**config.mk**
```make
export PLATFORM = sky130hd
export DESIGN_NAME = spi_frame_master
export DESIGN_NICKNAME = d
export VERILOG_FILES = /design/src/rtl/spi_pkg.sv /design/src/rtl/spi_tx_shifter.sv /design/src/rtl/spi_frame_master.sv
export SDC_FILE = /design/constraint.sdc
export NUM_CORES = 1
export LEC_CHECK = 0
export ABC_AREA = 1
export CAP_MARGIN = 20
export CELL_PAD_IN_SITES_DETAIL_PLACEMENT = 0
export CELL_PAD_IN_SITES_GLOBAL_PLACEMENT = 1
export CORE_UTILIZATION = 39
export CTS_CLUSTER_SIZE = 10
export DETAILED_ROUTE_END_ITERATION = 6
export PLACE_DENSITY = 0.9
export SLEW_MARGIN = 20
export SYNTH_ARGS = -nofsm -noshare
export SYNTH_HDL_FRONTEND = slang
export SYNTH_SLANG_ARGS = --single-unit
export TNS_END_PERCENT = 5
```
**constraint.sdc**
```tcl
create_clock -name SPI_CLK -period 2 [get_ports SPI_CLK]
set_clock_uncertainty 0.2 [all_clocks]
set_input_delay 0.4 -clock SPI_CLK [delete_from_list [all_inputs] [get_ports SPI_CLK]]
set_output_delay 0.4 -clock SPI_CLK [all_outputs]
set_load 0.05 [all_outputs]
```
**src/rtl/spi_pkg.sv**
```systemverilog
// Shared types and defaults for the SPI frame master and its shifter.
// Latency: n/a (declarations only).
// Backpressure: n/a (declarations only).
package spi_pkg;

    localparam int SPI_FRAME_W  = 60;
    localparam int SPI_IDLE_GAP = 2;

    typedef enum logic [1:0] {
        IDLE,
        SHIFT,
        LOAD,
        GAP
    } spi_state_t;

endpackage

```
**src/rtl/spi_tx_shifter.sv**
```systemverilog
// Parallel-load, shift-left frame register with a down-counting bit counter.
// Latency: load/shift take effect on the next SPI_CLK edge; last_bit is combinational from the counter.
// Backpressure: none; the caller decides when to load and when to shift.
module spi_tx_shifter
    import spi_pkg::*;
#(
    parameter int FRAME_W = SPI_FRAME_W
) (
    input  logic               SPI_CLK,
    input  logic               reset,
    input  logic               load,
    input  logic [FRAME_W-1:0] load_data,
    input  logic               shift_en,
    output logic               next_bit,
    output logic               last_bit
);

    localparam int CNT_W = $clog2(FRAME_W);

    logic [FRAME_W-1:0] sreg;
    logic [CNT_W-1:0]   bit_cnt;

    // Load a new frame, or shift one bit out per cycle until the count reaches zero.
    always_ff @(posedge SPI_CLK or negedge reset) begin
        if (!reset) begin
            sreg    <= '0;
            bit_cnt <= '0;
        end else if (load) begin
            sreg    <= load_data;
            bit_cnt <= CNT_W'(FRAME_W - 1);
        end else if (shift_en && (bit_cnt != '0)) begin
            sreg    <= sreg << 1;
            bit_cnt <= bit_cnt - CNT_W'(1);
        end
    end

    // The MSB is already on SPI_SDI, so the master needs the bit behind it.
    assign next_bit = sreg[FRAME_W-2];
    assign last_bit = (bit_cnt == '0);

endmodule

```
**src/rtl/spi_frame_master.sv**
```systemverilog
// SPI initiator: accepts a FRAME_W-bit word, sends it MSB-first under SPI_CSB, ends with a one-cycle SPI_LDB strobe.
// Latency: accept edge to SPI_LDB low is FRAME_W cycles; frame-to-frame minimum is FRAME_W+1+IDLE_GAP cycles.
// Backpressure: tx_ready is low from accept until the gap has elapsed; tx_valid during that time is ignored, not queued.
// Optional feature: define SPI_READBACK_EN to add SPI_SDO capture with rx_data/rx_valid.
module spi_frame_master
    import spi_pkg::*;
#(
    parameter int FRAME_W  = SPI_FRAME_W,
    parameter int IDLE_GAP = SPI_IDLE_GAP
) (
    input  logic               SPI_CLK,
    input  logic               reset,
    input  logic [FRAME_W-1:0] tx_data,
    input  logic               tx_valid,
    output logic               tx_ready,
    output logic               SPI_CSB,
    output logic               SPI_SDI,
    output logic               SPI_LDB,
    output logic               busy,
    output logic               frame_done
`ifdef SPI_READBACK_EN
    ,
    input  logic               SPI_SDO,
    output logic [FRAME_W-1:0] rx_data,
    output logic               rx_valid
`endif
);

    // The IDLE cycle in which tx_ready is already high is the last cycle of the
    // CSB-high gap, so GAP itself only lasts IDLE_GAP-1 cycles.
    localparam int GAP_W = (IDLE_GAP > 2) ? $clog2(IDLE_GAP - 1) : 1;

    spi_state_t       state;
    logic [GAP_W-1:0] gap_cnt;
    logic             accept;
    logic             next_bit;
    logic             last_bit;

`ifdef SPI_READBACK_EN
    logic [FRAME_W-1:0] rx_sreg;
`endif

    assign accept = tx_valid & tx_ready;

    spi_tx_shifter #(
        .FRAME_W (FRAME_W)
    ) u_shifter (
        .SPI_CLK   (SPI_CLK),
        .reset     (reset),
        .load      ((state == IDLE) && accept),
        .load_data (tx_data),
        .shift_en  (state == SHIFT),
        .next_bit  (next_bit),
        .last_bit  (last_bit)
    );

    // Frame sequencer: handshake, chip select, serial data, load strobe and gap timing.
    always_ff @(posedge SPI_CLK or negedge reset) begin
        if (!reset) begin
            state      <= IDLE;
            gap_cnt    <= '0;
            tx_ready   <= 1'b0;
            busy       <= 1'b0;
            SPI_CSB    <= 1'b1;
            SPI_SDI    <= 1'b0;
            SPI_LDB    <= 1'b1;
            frame_done <= 1'b0;
`ifdef SPI_READBACK_EN
            rx_sreg    <= '0;
            rx_data    <= '0;
            rx_valid   <= 1'b0;
`endif
        end else begin
            case (state)
                IDLE: begin
                    if (accept) begin
                        state    <= SHIFT;
                        SPI_CSB  <= 1'b0;
                        SPI_SDI  <= tx_data[FRAME_W-1];
                        tx_ready <= 1'b0;
                        busy     <= 1'b1;
                    end else begin
                        tx_ready <= 1'b1;
                    end
                end
                SHIFT: begin
`ifdef SPI_READBACK_EN
                    rx_sreg <= (rx_sreg << 1) | FRAME_W'(SPI_SDO);
`endif
                    if (last_bit) begin
                        state      <= LOAD;
                        SPI_CSB    <= 1'b1;
                        SPI_LDB    <= 1'b0;
                        frame_done <= 1'b1;
                        SPI_SDI    <= 1'b0;
`ifdef SPI_READBACK_EN
                        rx_data    <= (rx_sreg << 1) | FRAME_W'(SPI_SDO);
                        rx_valid   <= 1'b1;
`endif
                    end else begin
                        SPI_SDI <= next_bit;
                    end
                end
                LOAD: begin
                    SPI_LDB    <= 1'b1;
                    frame_done <= 1'b0;
`ifdef SPI_READBACK_EN
                    rx_valid   <= 1'b0;
`endif
                    if (IDLE_GAP == 1) begin
                        state    <= IDLE;
                        tx_ready <= 1'b1;
                        busy     <= 1'b0;
                    end else begin
                        state   <= GAP;
                        gap_cnt <= GAP_W'(IDLE_GAP - 2);
                    end
                end
                GAP: begin
                    if (gap_cnt == '0) begin
                        state    <= IDLE;
                        tx_ready <= 1'b1;
                        busy     <= 1'b0;
                    end else begin
                        gap_cnt <= gap_cnt - GAP_W'(1);
                    end
                end
                default: state <= IDLE;
            endcase
        end
    end

endmodule

```
Word level (Yosys, flattened, before mapping)
Cells that the tools add are included.
Cells by class
  add/subtract/negate cells: 2
  equality and inequality tests: 6
  muxes and demuxes: 25
  bitwise gates (word level): 1
  reduce and logical (&&, ||, !) cells: 16
Operators by type and width (number)
  59-bit 2-to-1 mux: 2
  1-bit case mux with 2 select lines: 7
  6-bit 2-to-1 mux: 2
  1-bit 2-to-1 mux: 10
  2-bit nonzero test: 5
  3-bit AND reduction: 3
  2-bit case mux with 4 select lines: 1
  6-bit zero test: 1
  2-bit 2-to-1 mux: 3
  2-bit != test (second input constant): 3
  2-bit AND reduction: 3
  6-bit nonzero test: 1
  6-bit by 1-bit subtractor with 6-bit output (second input constant): 1
  2-bit equality test (second input constant): 2
  2-bit by 1-bit equality test with 1-bit output (second input constant): 1
  1-bit logical AND: 2
  2-bit zero test: 1
  1-bit bitwise AND: 1
  1-bit subtractor (second input constant): 1
Storage, ports and cells
  register bits after elaboration: 74
  bits of input ports: 63
  output and inout bits: 6
  logic and storage cells: 60

Logic depth before layout (Yosys ltp)
  depth after elaboration: 4
  depth in mapped cells: 9
  gate-level depth less buffers: 8

Modules after synthesis
From an unflattened synthesis, not the netlist that was laid out.
Second synthesis, totals
  cells, all modules: 491
  area total of the unflattened synthesis: 3952.5 um^2
By module, submodules not included
  spi_tx_shifter: instances 1, cells an instance 429, area an instance 3459.6 um^2, sequential area each 1626.6 um^2
  spi_frame_master: instances 1, cells an instance 62, area an instance 493.0 um^2, sequential area each 202.7 um^2

Worst setup path before layout
OpenSTA, ideal clock, no wires.
  path type: reg2reg
  start point: register tx_ready
  end point: register u_shifter.sreg[1]
  setup time: 125 ps
  data arrival time: 1446 ps
  data required time: 1675 ps
  setup slack: 229 ps
  stages on the path, launching flop included: 8
  path buffers: 2
  clock period less this slack: 1771 ps
  path through: dfrtp_1 > nand2_1 > nor2_1 > inv_2 > buf_2 > buf_2 > nand3_1 > nand3_1
Between the ends
  word-level cells in the longest chain between the ends: 3
  elaborated cells on any way between the ends: 4
  classes of those cells: 1 x mux; 1 x bitwise; 2 x reduce/logical
RTL lines
  start, declared: RTL line spi_frame_master.sv:15  | output logic tx_ready,
  start signal, assigned: RTL line spi_frame_master.sv:62  | tx_ready <= 1'b0;
  start signal, assigned: RTL line spi_frame_master.sv:80  | tx_ready <= 1'b0;
  start signal, assigned: RTL line spi_frame_master.sv:83  | tx_ready <= 1'b1;
  1-bit bitwise AND (*): RTL line spi_frame_master.sv:43  | assign accept = tx_valid & tx_ready;
  1-bit logical AND (*): RTL line spi_frame_master.sv:50  | .load ((state == IDLE) && accept),
  59-bit 2-to-1 mux or 2-bit nonzero test (tied branches)
  end signal, assigned: RTL line spi_tx_shifter.sv:29  | sreg <= load_data;
  end signal, assigned: RTL line spi_tx_shifter.sv:32  | sreg <= sreg << 1;
  end, declared: RTL line spi_tx_shifter.sv:20  | logic [FRAME_W-1:0] sreg;
Every way passes the cells marked *; elsewhere a longest branch is shown, timed or not.
A chain may end at the register's enable or synchronous reset.

Final worst setup path
  start point: register state[1]
  end point: register u_shifter.bit_cnt[0]
Between the ends
  word-level cells in the longest chain between the ends: 3
  elaborated cells on any way between the ends: 6
  classes of those cells: 1 x eq/ne; 1 x mux; 4 x reduce/logical
RTL lines
  start, declared: RTL line spi_frame_master.sv:33  | spi_state_t state;
  start signal, assigned: RTL line spi_frame_master.sv:60  | state <= IDLE;
  start signal, assigned: RTL line spi_frame_master.sv:77  | state <= SHIFT;
  start signal, assigned: RTL line spi_frame_master.sv:91  | state <= LOAD;
  2-bit by 1-bit equality test with 1-bit output or 2-bit zero test (tied branches): RTL line spi_frame_master.sv:52, spi_frame_master.sv:50
  1-bit logical AND (on tied branches): RTL line spi_tx_shifter.sv:31, spi_frame_master.sv:50
  2-bit nonzero test (no source line) or 6-bit 2-to-1 mux (tied branches)
  end signal, assigned: RTL line spi_tx_shifter.sv:30  | bit_cnt <= CNT_W'(FRAME_W - 1);
  end signal, assigned: RTL line spi_tx_shifter.sv:33  | bit_cnt <= bit_cnt - CNT_W'(1);
  end, declared: RTL line spi_tx_shifter.sv:21  | logic [CNT_W-1:0] bit_cnt;
Several ways; a longest one is shown, not always the timed one.

==> impl_metrics.py <==
metrics = {
    "detailed_routing": {
        "firstDrtPassIters": 7,
        "wirelength_mm": 8.45,
        "antenna_left": 0,
        "drc": 0,
        "drtIter0Drc": 265,
        "routedWlPerCell_um": 14.3,
        "via_per_inst": 5.50,
        "via_count": 3263,
    },
    "die": {
        "dieArea_sq_um": 9690,
        "coreArea_sq_um": 8850,
        "die_h_um": 98.4,
        "start_util_pct": 41.0,
        "io_pins": 69,
        "rows": 34,
        "die_x_um": 98.4,
    },
    "timing": {
        "max_freq_mhz": 549,
        "timing.final.crit_period_ps": 1820,
        "finalHoldViolCount": 0,
        "setup_viol": 0,
        "slew_viol_final": 0,
        "max_slew_margin_pct": 72.0,
        "worst_pin_slew_ps": 419,
        "hold_slack_ps": 283,
        "setup_ws_ps": 178,
        "fin_crit_sh_pct": 91.1,
        "grt_setup_unrepaired": "no",
    },
    "global_route": {
        "grt.total_usage_pct": 18.7,
        "grt_max_degree": 52,
        "grt-ovfl-total": 0,
        "grt_pass1_wl_mm": 14.4,
        "met3_usage_pct": 4.89,
        "antenna_found_initial": 0,
        "top_usage_layer": "met2",
        "grt_pass1_vias": 3128,
        "met2_usage_pct": 29.3,
        "grt_util_met1_pct": 25.0,
    },
    "setup_path": {
        "critPathArrivalTime_ps": 1910,
        "worstReg2RegStart": "state[1]$_DFFE_PN0P_",
        "worstPathMaxFanout": 39,
        "reg2reg_depth": 9,
        "r2r_setup_slack_ps": 180,
        "critical_path_required_ps": 2090,
        "crit_path_end": "u_shifter.bit_cnt[0]$_DFFE_PN0P_",
        "worstSetupPathType": "flip-flop to flip-flop",
        "reg2reg_to": "u_shifter.bit_cnt[0]$_DFFE_PN0P_",
        "endpoint_kind": "flip-flop",
        "startpoint": "state[1]$_DFFE_PN0P_",
        "start_kind": "flip-flop",
    },
    "cts": {
        "cts_inserted_buffers": 9,
        "cts_tree": "done",
        "post_cts_buffers": 0,
        "cts-root-buf": "clkbuf_8",
        "cts.sinks": 73,
        "htreeDepth": 3,
        "clkTransAtPathRegs_ps": 80,
        "clkLatencyLatePin_ps": 350,
        "cts.path.max_buffers": 2,
    },
    "yosys": {
        "synth-seq-cells": 73,
        "synth.distinct_cells": 23,
        "synth_area_sq_um": 3630,
        "syn-instance-count": 426,
        "synth_compound_area_share_pct": 2.04,
        "yosys_warnings": 0,
        "synth_nets": 495,
        "synthMuxAreaShare_pct": 0,
        "synth_seq_area_share_pct": 50.4,
        "synthXorXnorAreaFrac_pct": 0.241,
        "synth_top_family_by_area": "simple AND/OR/NAND/NOR gates",
        "synthAdderAreaFrac_pct": 2.07,
        "synth-simple-area-share_pct": 38.4,
        "synth.avg_cell_area_sq_um": 8.51,
    },
    "outcome": {
        "status": "complete, no violations",
    },
    "hold_path": {
        "hp-class": "flip-flop to flip-flop",
    },
    "cells_and_area": {
        "design_area_sq_um": 4680,
        "utilization_pct": 52.8,
        "area_delta_synth_final_pct": 28.9,
        "drive_gt1_share_pct": 9.90,
        "fin_nets": 550,
        "num_antenna_cells": 0,
    },
    "placement": {
        "place_congestion": 0.756,
        "place_ws_ps": -7.40,
        "place.detailed.hpwl_mm": 5.54,
        "place_area_sq_um": 4420,
        "io_buffers": 68,
    },
    "job": {
        "cap_viol_max_count": 0,
    },
    "power_and_ir_drop": {
        "power_density_nw_per_um2": 1440,
        "ir_worst_vdd_v": 0.000630,
        "leakagePower_nw": 2.12,
    },
}
==> worst min-delay path by stage <==
stage	slack [ps]	cells after the start	from	endpoint
6_report	280	2	u_shifter.bit_cnt[0]$_DFFE_PN0P_	u_shifter.bit_cnt[0]$_DFFE_PN0P_
2_1_floorplan	-100	0	reset	SPI_SDI$_DFFE_PN0P_
4_1_cts	290	2	u_shifter.bit_cnt[0]$_DFFE_PN0P_	u_shifter.bit_cnt[0]$_DFFE_PN0P_
3_5_place_dp	160	1	reset	u_shifter.sreg[10]$_DFFE_PN0P_
5_1_grt	310	2	u_shifter.sreg[0]$_DFFE_PN0P_	u_shifter.sreg[0]$_DFFE_PN0P_
3_3_place_gp	170	1	reset	u_shifter.sreg[10]$_DFFE_PN0P_
==> final cells by class <==
class                      instances  area (sq um)
clock buffer                      10           138
inverter                          11          42.5
tap                              108           135
fill                             840          4170
sequential                        73          1830
clock inverter                     5           104
multi-input combinational        302          1570
timing repair buffer              84           861
==> flip-flops by register name (all words and copies together), names as in the netlist <==
register / flops
SPI_CSB: 1
SPI_LDB: 1
SPI_SDI: 1
busy: 1
frame_done: 1
state: 2
tx_ready: 1
u_shifter.bit_cnt: 6
u_shifter.sreg: 59
==> worst max-delay path: stages (launching register included) <==
cell and delay (ps):
dfrtp_1 420, inv_1 100, ha_1 210, inv_2 70
nor2_4 130, clkinv_2 140, buf_12 200, nand2_2 120
o21ai_0 90, nand2_1 70
==> through the flow <==
stage / instances / TNS, ps / total power, mW
after floorplan: 426 / 0 / 4.57
after global routing: 593 / 0 / 7.28
after global placement: 577 / -4.79 / 5.24
final: 593 / 0 / 6.74
after detailed placement: 577 / -7.40 / 5.36
after CTS: 593 / 0 / 6.79
==> synthesized netlist by cell type <==
| cell type | instances | share of area, % |
|---|---|---|
| ha_1 | 6 | 2.1 |
| buf_1 | 9 | 0.93 |
| a211oi_1 | 1 | 0.21 |
| nand3_1 | 125 | 17 |
| nand3_4 | 1 | 0.48 |
| xor2_1 | 1 | 0.24 |
| and3_1 | 1 | 0.17 |
| nor2_1 | 8 | 0.83 |
| a21oi_1 | 1 | 0.14 |
| o21ai_0 | 9 | 1.2 |
| clkbuf_1 | 7 | 0.72 |
| nand4_1 | 59 | 10 |
| buf_6 | 4 | 1.2 |
| dfstp_2 | 2 | 1.4 |
| inv_2 | 2 | 0.21 |
| dfrtp_1 | 71 | 49 |
| inv_1 | 9 | 0.93 |
| o21a_1 | 1 | 0.21 |
| nand2_1 | 84 | 8.7 |
| nand2_2 | 3 | 0.52 |
| a2bb2oi_1 | 1 | 0.24 |
| buf_2 | 20 | 2.8 |
| nor2_4 | 1 | 0.31 |
==> per-layer routing <==
metal	share of wire, %	vias to the layer above
met5	0	-
met4	1.4	0
met3	5.0	6
met2	47	103
met1	47	1542
li1	-	1612
==> cells in the final DEF, fill, tap and decap left out, types with 2 or more instances in the layout <==
cell type,Yosys,routed
inv_1,9,9
nor2_1,8,7
nand4_1,59,59
nand2_1,84,84
nor2_4,1,2
nand2_2,3,2
clkbuf_8,0,10
dfstp_2,2,2
ha_1,6,5
o21ai_0,9,9
buf_12,0,6
buf_4,0,16
clkinv_2,0,2
clkdlybuf4s50_1,0,61
bufinv_16,0,3
dfrtp_1,71,71
nand3_1,125,125
==> power breakdown <==
group / leakage, nW / switching, mW / internal, mW
combinational: 1.08 / 1.73 / 1.11
sequential: 0.920 / 0.369 / 2.13
clock: 0.122 / 0.552 / 0.856
total: 2.12 / 2.65 / 4.09
==> cells by family after synthesis <==
logic type	count (synthesis)
fa+ha+maj	6
xor+xnor	1
buf+inv	51
compound gates	13
simple gates	282
flops	73
==> what timing repair did <==
action / 4_1_cts / 5_1_grt
resized for setup: 0 / 1
endpoints found under the hold margin: 29 / 0
hold buffers: 1 / 0
setup endpoints to repair: 0 / 15
No activity file was read; power rests on OpenSTA's default activity.
